<file path="config.mk">
export PLATFORM = sky130hd
export DESIGN_NAME = vga_timing_gen
export DESIGN_NICKNAME = d
export VERILOG_FILES = /design/src/rtl/vga_timing_gen.sv
export SDC_FILE = /design/constraint.sdc
export NUM_CORES = 1
export LEC_CHECK = 0
export CAP_MARGIN = 20
export CELL_PAD_IN_SITES_DETAIL_PLACEMENT = 1
export CELL_PAD_IN_SITES_GLOBAL_PLACEMENT = 1
export CORE_AREA = 2 2 84 86
export CTS_CLUSTER_DIAMETER = 30
export DETAILED_ROUTE_END_ITERATION = 10
export DIE_AREA = 0 0 86 88
export PLACE_DENSITY_LB_ADDON = 0.1
export SLEW_MARGIN = 40
export SYNTH_ARGS = -nofsm -noshare
export SYNTH_HDL_FRONTEND = slang
export SYNTH_SLANG_ARGS = --single-unit
</file>
<file path="constraint.sdc">
create_clock -name Clock -period 4.28 [get_ports Clock]
set_clock_uncertainty 0.05 [all_clocks]
set_input_delay 1.07 -clock Clock [delete_from_list [all_inputs] [get_ports Clock]]
set_output_delay 1.07 -clock Clock [all_outputs]
set_load 0.01 [all_outputs]
</file>
<file path="src/rtl/vga_timing_gen.sv">
// vga_timing_gen: parametrised VGA sync/colour timing with built-in test patterns
module vga_timing_gen #(
  parameter int CLOCK_HZ   = 25_000_000,
  parameter int H_ACTIVE   = 640,
  parameter int H_FRONT    = 16,
  parameter int H_SYNC     = 96,
  parameter int H_BACK     = 48,
  parameter int V_ACTIVE   = 480,
  parameter int V_FRONT    = 10,
  parameter int V_SYNC     = 2,
  parameter int V_BACK     = 33,
  parameter bit HSYNC_POL  = 1'b0,
  parameter bit VSYNC_POL  = 1'b0,
  parameter int COLOR_BITS = 4,
  localparam int H_TOTAL   = H_ACTIVE + H_FRONT + H_SYNC + H_BACK,
  localparam int V_TOTAL   = V_ACTIVE + V_FRONT + V_SYNC + V_BACK,
  localparam int HW        = $clog2(H_TOTAL),
  localparam int VW        = $clog2(V_TOTAL)
) (
  input  logic                  Clock,
  input  logic                  Reset,
  input  logic                  Enable_i,
  input  logic [1:0]            Mode_i,
  input  logic [COLOR_BITS-1:0] Red_i,
  input  logic [COLOR_BITS-1:0] Green_i,
  input  logic [COLOR_BITS-1:0] Blue_i,
  output logic [HW-1:0]         PixelX_o,
  output logic [VW-1:0]         PixelY_o,
  output logic                  HSync_o,
  output logic                  VSync_o,
  output logic [COLOR_BITS-1:0] Red_o,
  output logic [COLOR_BITS-1:0] Green_o,
  output logic [COLOR_BITS-1:0] Blue_o,
  output logic                  Active_o,
  output logic                  LineStart_o,
  output logic                  FrameStart_o
);
  localparam int BAR = H_ACTIVE / 8;
  localparam int BW = $clog2(BAR + 1);
  localparam int HB = HW > 5 ? 5 : HW - 1;
  localparam int VB = VW > 5 ? 5 : VW - 1;
  localparam logic [HW-1:0] H_LAST = HW'(H_TOTAL - 1);
  localparam logic [HW-1:0] HA = HW'(H_ACTIVE);
  localparam logic [HW-1:0] HS0 = HW'(H_ACTIVE + H_FRONT);
  localparam logic [HW-1:0] HS1 = HW'(H_ACTIVE + H_FRONT + H_SYNC);
  localparam logic [VW-1:0] V_LAST = VW'(V_TOTAL - 1);
  localparam logic [VW-1:0] VA = VW'(V_ACTIVE);
  localparam logic [VW-1:0] VS0 = VW'(V_ACTIVE + V_FRONT);
  localparam logic [VW-1:0] VS1 = VW'(V_ACTIVE + V_FRONT + V_SYNC);
  localparam logic [BW-1:0] B_LAST = BW'(BAR - 1);
  if (H_ACTIVE % 8 != 0 || CLOCK_HZ <= 0) begin : g_bad_params
    $error("vga_timing_gen: H_ACTIVE must be a multiple of 8 and CLOCK_HZ positive");
  end
  logic [HW-1:0] h;
  logic [VW-1:0] v;
  logic [1:0] mode_q, mode;
  logic [BW-1:0] bar_cnt;
  logic [2:0] bar_idx;
  logic origin, vis, hs_on, vs_on, chk;
  logic [COLOR_BITS-1:0] r, g, b;
  assign PixelX_o = h;
  assign PixelY_o = v;
  // the pixel at (0,0) already uses the freshly latched mode
  always_comb begin
    origin = h == '0 && v == '0;
    mode = origin ? Mode_i : mode_q;
    vis = h < HA && v < VA;
    hs_on = h >= HS0 && h < HS1;
    vs_on = v >= VS0 && v < VS1;
    chk = h[HB] ^ v[VB];
    r = !vis ? '0 : mode == 2'd1 ? {COLOR_BITS{~bar_idx[1]}} : mode == 2'd2 ? {COLOR_BITS{chk}} : mode == 2'd3 ? Red_i : '0;
    g = !vis ? '0 : mode == 2'd1 ? {COLOR_BITS{~bar_idx[2]}} : mode == 2'd2 ? {COLOR_BITS{chk}} : mode == 2'd3 ? Green_i : '0;
    b = !vis ? '0 : mode == 2'd1 ? {COLOR_BITS{~bar_idx[0]}} : mode == 2'd2 ? {COLOR_BITS{chk}} : mode == 2'd3 ? Blue_i : '0;
  end
  always_ff @(posedge Clock) begin
    if (Reset) begin
      h <= '0;
      v <= '0;
      bar_cnt <= '0;
      bar_idx <= '0;
      mode_q <= Mode_i;
      HSync_o <= ~HSYNC_POL;
      VSync_o <= ~VSYNC_POL;
      Red_o <= '0;
      Green_o <= '0;
      Blue_o <= '0;
      Active_o <= 1'b0;
      LineStart_o <= 1'b0;
      FrameStart_o <= 1'b0;
    end else begin
      LineStart_o <= Enable_i && h == '0;
      FrameStart_o <= Enable_i && origin;
      if (Enable_i) begin
        h <= h == H_LAST ? '0 : h + 1'b1;
        if (h == H_LAST) v <= v == V_LAST ? '0 : v + 1'b1;
        if (origin) mode_q <= Mode_i;
        // bar counter free-runs and is realigned at every line wrap
        bar_cnt <= (h == H_LAST || bar_cnt == B_LAST) ? '0 : bar_cnt + 1'b1;
        if (h == H_LAST) bar_idx <= '0;
        else if (bar_cnt == B_LAST) bar_idx <= bar_idx + 1'b1;
        HSync_o <= hs_on ? HSYNC_POL : ~HSYNC_POL;
        VSync_o <= vs_on ? VSYNC_POL : ~VSYNC_POL;
        Red_o <= r;
        Green_o <= g;
        Blue_o <= b;
        Active_o <= vis;
      end
    end
  end
endmodule

</file>
After elaboration in Yosys (flattened, before gate mapping)
Cells that the tools add are included.

$add $sub $neg: 4. Multipliers: 0. Divide/modulo/power cells: 0. $lt $le $gt $ge: 6. Equal/unequal tests: 6. Shifts and indexed selects: 0. Mux-type cells: 22. Bitwise operators: 4. Reductions and logical operators: 13.

Operators with widths (number): two-way mux 4 bit (12); adder 10 x 1 -> 10 bit, second input constant (2); equality test 10 bit, second input constant (2); zero test 10 bit (2); < comparator 10 bit, second input constant (2); < comparator 10 x 9 -> 1 bit, second input constant (2); two-way mux 10 bit (2); >= comparator 10 bit, second input constant (1); >= comparator 10 x 9 -> 1 bit, second input constant (1); adder 7 x 1 -> 7 bit, second input constant (1); equality test 7 bit, second input constant (1); two-way mux 7 bit (1); logical AND 1 bit (6); two-way mux 2 bit (3); two-way mux 3 bit (2); equality test 2 bit, second input constant (2); AND reduction 2 bit (2); nonzero test 2 bit (2); adder 3 x 1 -> 3 bit, second input constant (1); NOT 1 bit (3); equality test 2 x 1 -> 1 bit, second input constant (1); two-way mux 1 bit (2); logical OR 1 bit (1); bitwise XOR 1 bit (1).

Flip-flop bits (word level): 49. Bits in latches: 0. Bits in writable memories: 0. ROM bits: 0. Input bits: 17. Logic and storage cells: 68. Memories: 0.

Depth between registers and ports, before layout
Gate-level depths: netlist of the first run.

Depth in word-level cells: 8. Gate-level depth with buffers: 9. Mapped depth without buffers: 7.

Least setup slack after synthesis of the first run
OpenSTA, ideal clock, no wires.

Kind: input to register. Start: in Enable_i. End: reg h[0] (netlist: PixelX_o[0]). Library setup time: 124 ps. Arrival: 2326 ps. Setup slack: 1780 ps. Stages on the path: 7. Path buffers: 3. Cell sequence: clkbuf_1 nand2_1 and3b_1 clkbuf_1 or2_2 clkbuf_1 nor2_1.

RTL lines: start, declared (line 22) `input logic Enable_i,`; end signal, assigned (line 94) `h <= h == H_LAST ? '0 : h + 1'b1;`; end, declared (line 54) `logic [HW-1:0] h;`.

Worst setup path in the final report of the first run
Start: in Enable_i. End: reg v[9] (netlist: PixelY_o[9]).

Longest elaborated chain between the ends: 1.

RTL lines: AND reduction 2 bit (no source line); end signal, assigned (line 95) `if (h == H_LAST) v <= v == V_LAST ? '0 : v + 1'b1;`; end, declared (line 55) `logic [VW-1:0] v;`.

No other way between the ends. A chain may end at the register's enable or synchronous reset.

==> impl_metrics.env, run 1 <==
export IMPL_finalHoldViolCount=0
export IMPL_grt_ovfl_total=0
export IMPL_hpwl_mm=5.15
export IMPL_syn_avg_cell_area_um2=8.41
export IMPL_initial_core_util=0.395
export IMPL_drc=0
export IMPL_root_buffer="clkbuf_8"
export IMPL_ios=54
export IMPL_post_place_ws_ns=0.900
export IMPL_first_pass_iters=4
export IMPL_relSlewSlack=0.517
export IMPL_ys_types=50
export IMPL_synth_top_area_share=0.358
export IMPL_placed_cells=431
export IMPL_p_per_area_nw_per_um2=312
export IMPL_drt_iter0_drc=88
export IMPL_yosys_top_cells_area="dfxtp_1 (36%), nand2_1 (6.7%), nor2_1 (5.1%)"
export IMPL_cts_sinks=49
export IMPL_worstSetupPathType="in2reg"
export IMPL_avgViaCountPerCell=5.54
export IMPL_ctsHtreeMaxLevel=2
export IMPL_synthesis_area_um2=2630
export IMPL_multi_input_area_um2=1520
export IMPL_cts_tree="done"
export IMPL_syn_nets=335
export IMPL_timing_setup_tns_ns=0
export IMPL_grt_max_degree=18
export IMPL_hold_buffers=0
export IMPL_io_buffers=53
export IMPL_register_area_um2=1000
export IMPL_post_drt_wl_per_cell_um=16.3
export IMPL_dieWidth_um=86
export IMPL_design_area_um2=3320
export IMPL_diodes=0
export IMPL_synth_seq_cells=49
export IMPL_post_cts_resized=0
export IMPL_start_kind="input pin"
export IMPL_required_ns=4.43
export IMPL_min_path_type="reg2reg"
export IMPL_via_count=2439
export IMPL_rrSetupSlack_ns=1.78
export IMPL_syn_inst=312
export IMPL_antenna_found_initial=0
export IMPL_rsz0062_at_grt="no"
export IMPL_die_area_um2=7570
export IMPL_first_global_vias=2491
export IMPL_drv_slew=0
export IMPL_finalCritPeriodShare=0.707
export IMPL_cts_clk_slew_worst_paths_ns=0.10
export IMPL_gp_congestion=0.769
export IMPL_worst_slack_ns=1.25
export IMPL_finalNetCount=382
export IMPL_max_freq_mhz=330
export IMPL_min_period_ns=3.03
export IMPL_crit_fanout=11
export IMPL_grtUsageTotal=0.196
export IMPL_cts_setup_buffers=0
export IMPL_rows=30
export IMPL_cts_buffer_depth=2
export IMPL_utilization=0.500
export IMPL_async_flop_share=0
export IMPL_ys_warn_count=0
export IMPL_die_y_um=88
export IMPL_ys_seq_area_frac=0.381
export IMPL_finalWirelength_mm=7.19
export IMPL_coreArea_um2=6640
export IMPL_synth_edf_count=2
export IMPL_drive_gt1_frac=0.0667
export IMPL_clk_latency_ns=0.30
export IMPL_tightest_slew_ns=0.719
export IMPL_fin_cells=440
export IMPL_synthFlopType="dfxtp_1"
export IMPL_setup_viol=0
export IMPL_status="complete, no violations"
export IMPL_postPlaceCellArea_um2=3190
export IMPL_end_kind="register"
export IMPL_hold_ws_ns=0.402
export IMPL_grt_first_pass_wirelength_mm=11.9
export IMPL_vdd_drop_max_mv=0.190
export IMPL_cp_arrival_ns=3.17
export IMPL_max_cap_violations=0
export IMPL_p_leak_nw=1.22
export IMPL_postRouteAntennaNets=0
export IMPL_p_total_mw=1.04
export IMPL_num_fill_cells=809
export IMPL_cts_buffers=5
export IMPL_area_growth_pct=26.5
export IMPL_post_synth_top_area_cell="dfxtp_1"
-- routing by layer --
metal  wire [um]  global-route usage  part of all wire
met1        3430               0.259              0.48
met2        3560               0.337              0.49
met3         165              0.0254             0.023
met4          39              0.0519            0.0054
met5           0                   0                 0
-- state kept, by name (all words and copies together), names as in the netlist --
name	flops
LineStart_o	1
bar_cnt	7
HSync_o	1
mode_q	2
PixelX_o	10
Active_o	1
Blue_o	4
bar_idx	3
PixelY_o	10
Green_o	4
VSync_o	1
FrameStart_o	1
Red_o	4
-- kinds of logic after synthesis --
family                     synth area share
AOI/OAI and AO/OA                     0.161
xor gates and xnor gates             0.0734
adders and majority gates            0.0286
buffers and inverters                0.0400
DFF                                   0.381
muxes                                0.0162
and+or+nand+nor                       0.299
-- cell type report --
cell class	instances	share of cell area
Clock buffer	6	0.0249
Clock inverter	2	0.0109
Inverter	9	0.0102
Multi-Input combinational cell	239	0.458
Sequential cell	49	0.301
Tap cell	80	0.0301
Timing Repair Buffer	55	0.164
-- critical path: stages --
cell	delay, ns
clkdlybuf4s50_1	0.75
nand2_1	0.15
and3b_1	0.49
a41o_1	0.47
o21bai_1	0.17
o21bai_1	0.07
-- worst paths after layout --
check	cells after the start	endpoint	from
worst min register to register	2	Red_o[1]	Red_o[1]
worst max register to register	6	Red_o[1]	PixelX_o[5]
worst min-delay path	2	Red_o[1]	Red_o[1]
worst max-delay path	6	PixelY_o[9]	Enable_i
-- power breakdown --
part | switching [mW] | total [mW] | leakage (nW) | internal, mW
clock network | 0.162 | 0.352 | 0.0617 | 0.191
logic | 0.0949 | 0.183 | 0.754 | 0.0883
registers | 0.0191 | 0.500 | 0.403 | 0.481
total | 0.276 | 1.04 | 1.22 | 0.760
-- Yosys cell counts, drive strengths merged, types with 2 or more instances --
| cell | number |
|---|---|
| ha | 6 |
| o21ai | 15 |
| nand2b | 3 |
| buf | 2 |
| inv | 9 |
| a21oi | 18 |
| nand4b | 2 |
| nor3 | 3 |
| o211ai | 3 |
| and2 | 10 |
| nor2 | 37 |
| xor2 | 15 |
| nand4 | 11 |
| or4 | 4 |
| edfxtp | 2 |
| and3 | 6 |
| nand3b | 2 |
| a21o | 2 |
| mux2i | 2 |
| nor4 | 4 |
| or3 | 4 |
| o31ai | 3 |
| dfxtp | 47 |
| nand2 | 47 |
| nand3 | 4 |
| o21bai | 3 |
| mux2 | 2 |
| xnor2 | 7 |
| and4b | 3 |
| clkbuf | 13 |
| a221oi | 9 |
| nor2b | 2 |
-- layout by cell type (no fill, tap or decap), drive strengths merged, types with 3 or more instances in the layout --
cell | synthesis | final
and4b | 3 | 3
nor2 | 37 | 37
o31ai | 3 | 3
o211ai | 3 | 3
or4 | 4 | 4
nand4 | 11 | 11
and2 | 10 | 10
nor3 | 3 | 3
a221oi | 9 | 9
dfxtp | 47 | 47
inv | 9 | 10
nand2b | 3 | 3
xnor2 | 7 | 7
xor2 | 15 | 15
nand3 | 4 | 4
clkdlybuf4s50 | 0 | 53
o21bai | 3 | 3
ha | 6 | 6
nand2 | 47 | 47
o21ai | 15 | 15
and3 | 6 | 6
or3 | 4 | 4
clkbuf | 13 | 6
nor4 | 4 | 4
a21oi | 18 | 18
No activity file was read; power rests on OpenSTA's default activity.
==> inputs of run 2 (changes only) <==
- CORE_AREA: 2 2 84 86 -> 2 2 91 93
- DIE_AREA: 0 0 86 88 -> 0 0 93 95
- clock period: 4.28 -> 2.46 ns (I/O delays scaled with it)
==> impl_metrics.env, run 2 (synthesized netlist as in run 1, its figures left out) <==
export IMPL_grt_max_degree=18
export IMPL_hp_start="Blue_o[3]"
export IMPL_area_growth_pct=33.2
export IMPL_post_cts_resized=0
export IMPL_ctsHtreeMaxLevel=2
export IMPL_avgViaCountPerCell=5.14
export IMPL_max_cap_violations=0
export IMPL_crit_fanout=5
export IMPL_cts_buffer_depth=2
export IMPL_cts_clk_slew_worst_paths_ns=0.10
export IMPL_cts_buffers=5
export IMPL_cp_arrival_ns=2.45
export IMPL_ios=54
export IMPL_first_pass_iters=4
export IMPL_finalCritPeriodShare=0.935
export IMPL_finalNetCount=404
export IMPL_rows=33
export IMPL_setup_viol=0
export IMPL_die_y_um=95
export IMPL_worstSetupPathType="reg2reg"
export IMPL_start_kind="register"
export IMPL_root_buffer="clkbuf_8"
export IMPL_finalHoldViolCount=0
export IMPL_vdd_drop_max_mv=0.194
export IMPL_dieWidth_um=93
export IMPL_cts_tree="done"
export IMPL_postRouteAntennaNets=0
export IMPL_die_area_um2=8840
export IMPL_via_count=2501
export IMPL_diodes=0
export IMPL_timing_setup_tns_ns=0
export IMPL_grt_ovfl_total=0
export IMPL_antenna_found_initial=0
export IMPL_critPathLaunch="PixelY_o[4]"
export IMPL_finalWirelength_mm=7.25
export IMPL_end_kind="register"
export IMPL_first_global_vias=2518
export IMPL_drv_slew=0
export IMPL_utilization=0.441
export IMPL_placed_cells=479
export IMPL_clk_latency_ns=0.31
export IMPL_design_area_um2=3500
export IMPL_grt_first_pass_wirelength_mm=12.5
export IMPL_drt_iter0_drc=85
export IMPL_min_path_type="reg2reg"
export IMPL_min_period_ns=2.30
export IMPL_r2r_start="PixelY_o[4]"
export IMPL_rsz0062_at_grt="no"
export IMPL_gp_congestion=0.780
export IMPL_p_total_mw=1.74
export IMPL_final_common_cell="clkdlybuf4s50_1"
export IMPL_required_ns=2.61
export IMPL_p_per_area_nw_per_um2=498
export IMPL_num_fill_cells=960
export IMPL_drive_gt1_frac=0.118
export IMPL_p_leak_nw=1.32
export IMPL_tightest_slew_ns=0.581
export IMPL_fin_cells=487
export IMPL_drc=0
export IMPL_postPlaceCellArea_um2=3400
export IMPL_status="complete, no violations"
export IMPL_cts_setup_buffers=0
export IMPL_io_buffers=53
export IMPL_relSlewSlack=0.613
export IMPL_max_freq_mhz=435
export IMPL_grtUsageTotal=0.176
export IMPL_cts_sinks=49
export IMPL_initial_core_util=0.331
export IMPL_post_drt_wl_per_cell_um=14.9
export IMPL_hold_buffers=0
export IMPL_coreArea_um2=7930
export IMPL_hpwl_mm=5.52
export IMPL_mostFrequentLayoutCells="clkdlybuf4s50_1 (53), dfxtp_1 (47), nand2_1 (47), nor2_1 (36), buf_4 (24)"
run 2: cell types whose count changed in the layout (fill, tap and decap cells not counted), sizes merged:
cell / delta
bufinv: -1
clkinv: +1
buf: +22
run 2: stage by stage:
step / hold WS, ns / setup slack (ns)
floorplan: 0.408 / 0.222
global placement: 0.387 / 0.155
detailed placement: 0.392 / 0.0445
CTS: 0.407 / 0.131
global route: 0.431 / 0.0135
finish: 0.402 / 0.161
run 2: where the power goes:
part	switching (mW)	leakage [nW]	internal, mW
Combinational	0.165	0.865	0.174
Clock	0.298	0.0518	0.234
Sequential	0.0330	0.403	0.837
Total	0.496	1.32	1.24
run 2: worst max-delay path, cell delays in order (launching register included):
cell	delay [ns]
dfxtp_1	0.38
or4_4	0.59
or4_4	0.52
or3_1	0.40
a21oi_1	0.17
o31ai_1	0.07
run 2: routing by layer:
| layer | vias to the layer above | global-route usage | wire length, um |
|---|---|---|---|
| met3 | 8 | 0.0287 | 222 |
| met4 | 0 | 0.0502 | 89 |
| li1 | 1238 | - | - |
| met5 | - | 0 | 0 |
| met2 | 45 | 0.295 | 3450 |
| met1 | 1210 | 0.236 | 3490 |
run 2: cell type report:
class                           instances  area [um^2]  share of cell area
Clock buffer                            6         82.6              0.0236
Multi-Input combinational cell        239         1520               0.435
Timing Repair Buffer                   77          711               0.203
Inverter                                9         33.8             0.00966
Tap cell                              105          131              0.0376
Sequential cell                        49         1000               0.286
Clock inverter                          2         17.5             0.00501
run 2: worst paths after layout:
kind,end,slack (ns),cells after the start
max reg2reg,Green_o[0],0.16,5
min reg2reg,Blue_o[3],0.40,2
max,Green_o[0],0.16,5
min,Blue_o[3],0.40,2
==> inputs of run 3 (changes only) <==
- ABC_CLOCK_PERIOD_IN_PS: default -> 2460
==> results of run 3 <==
Final layout, timing and power as in run 2 (identical DEF).
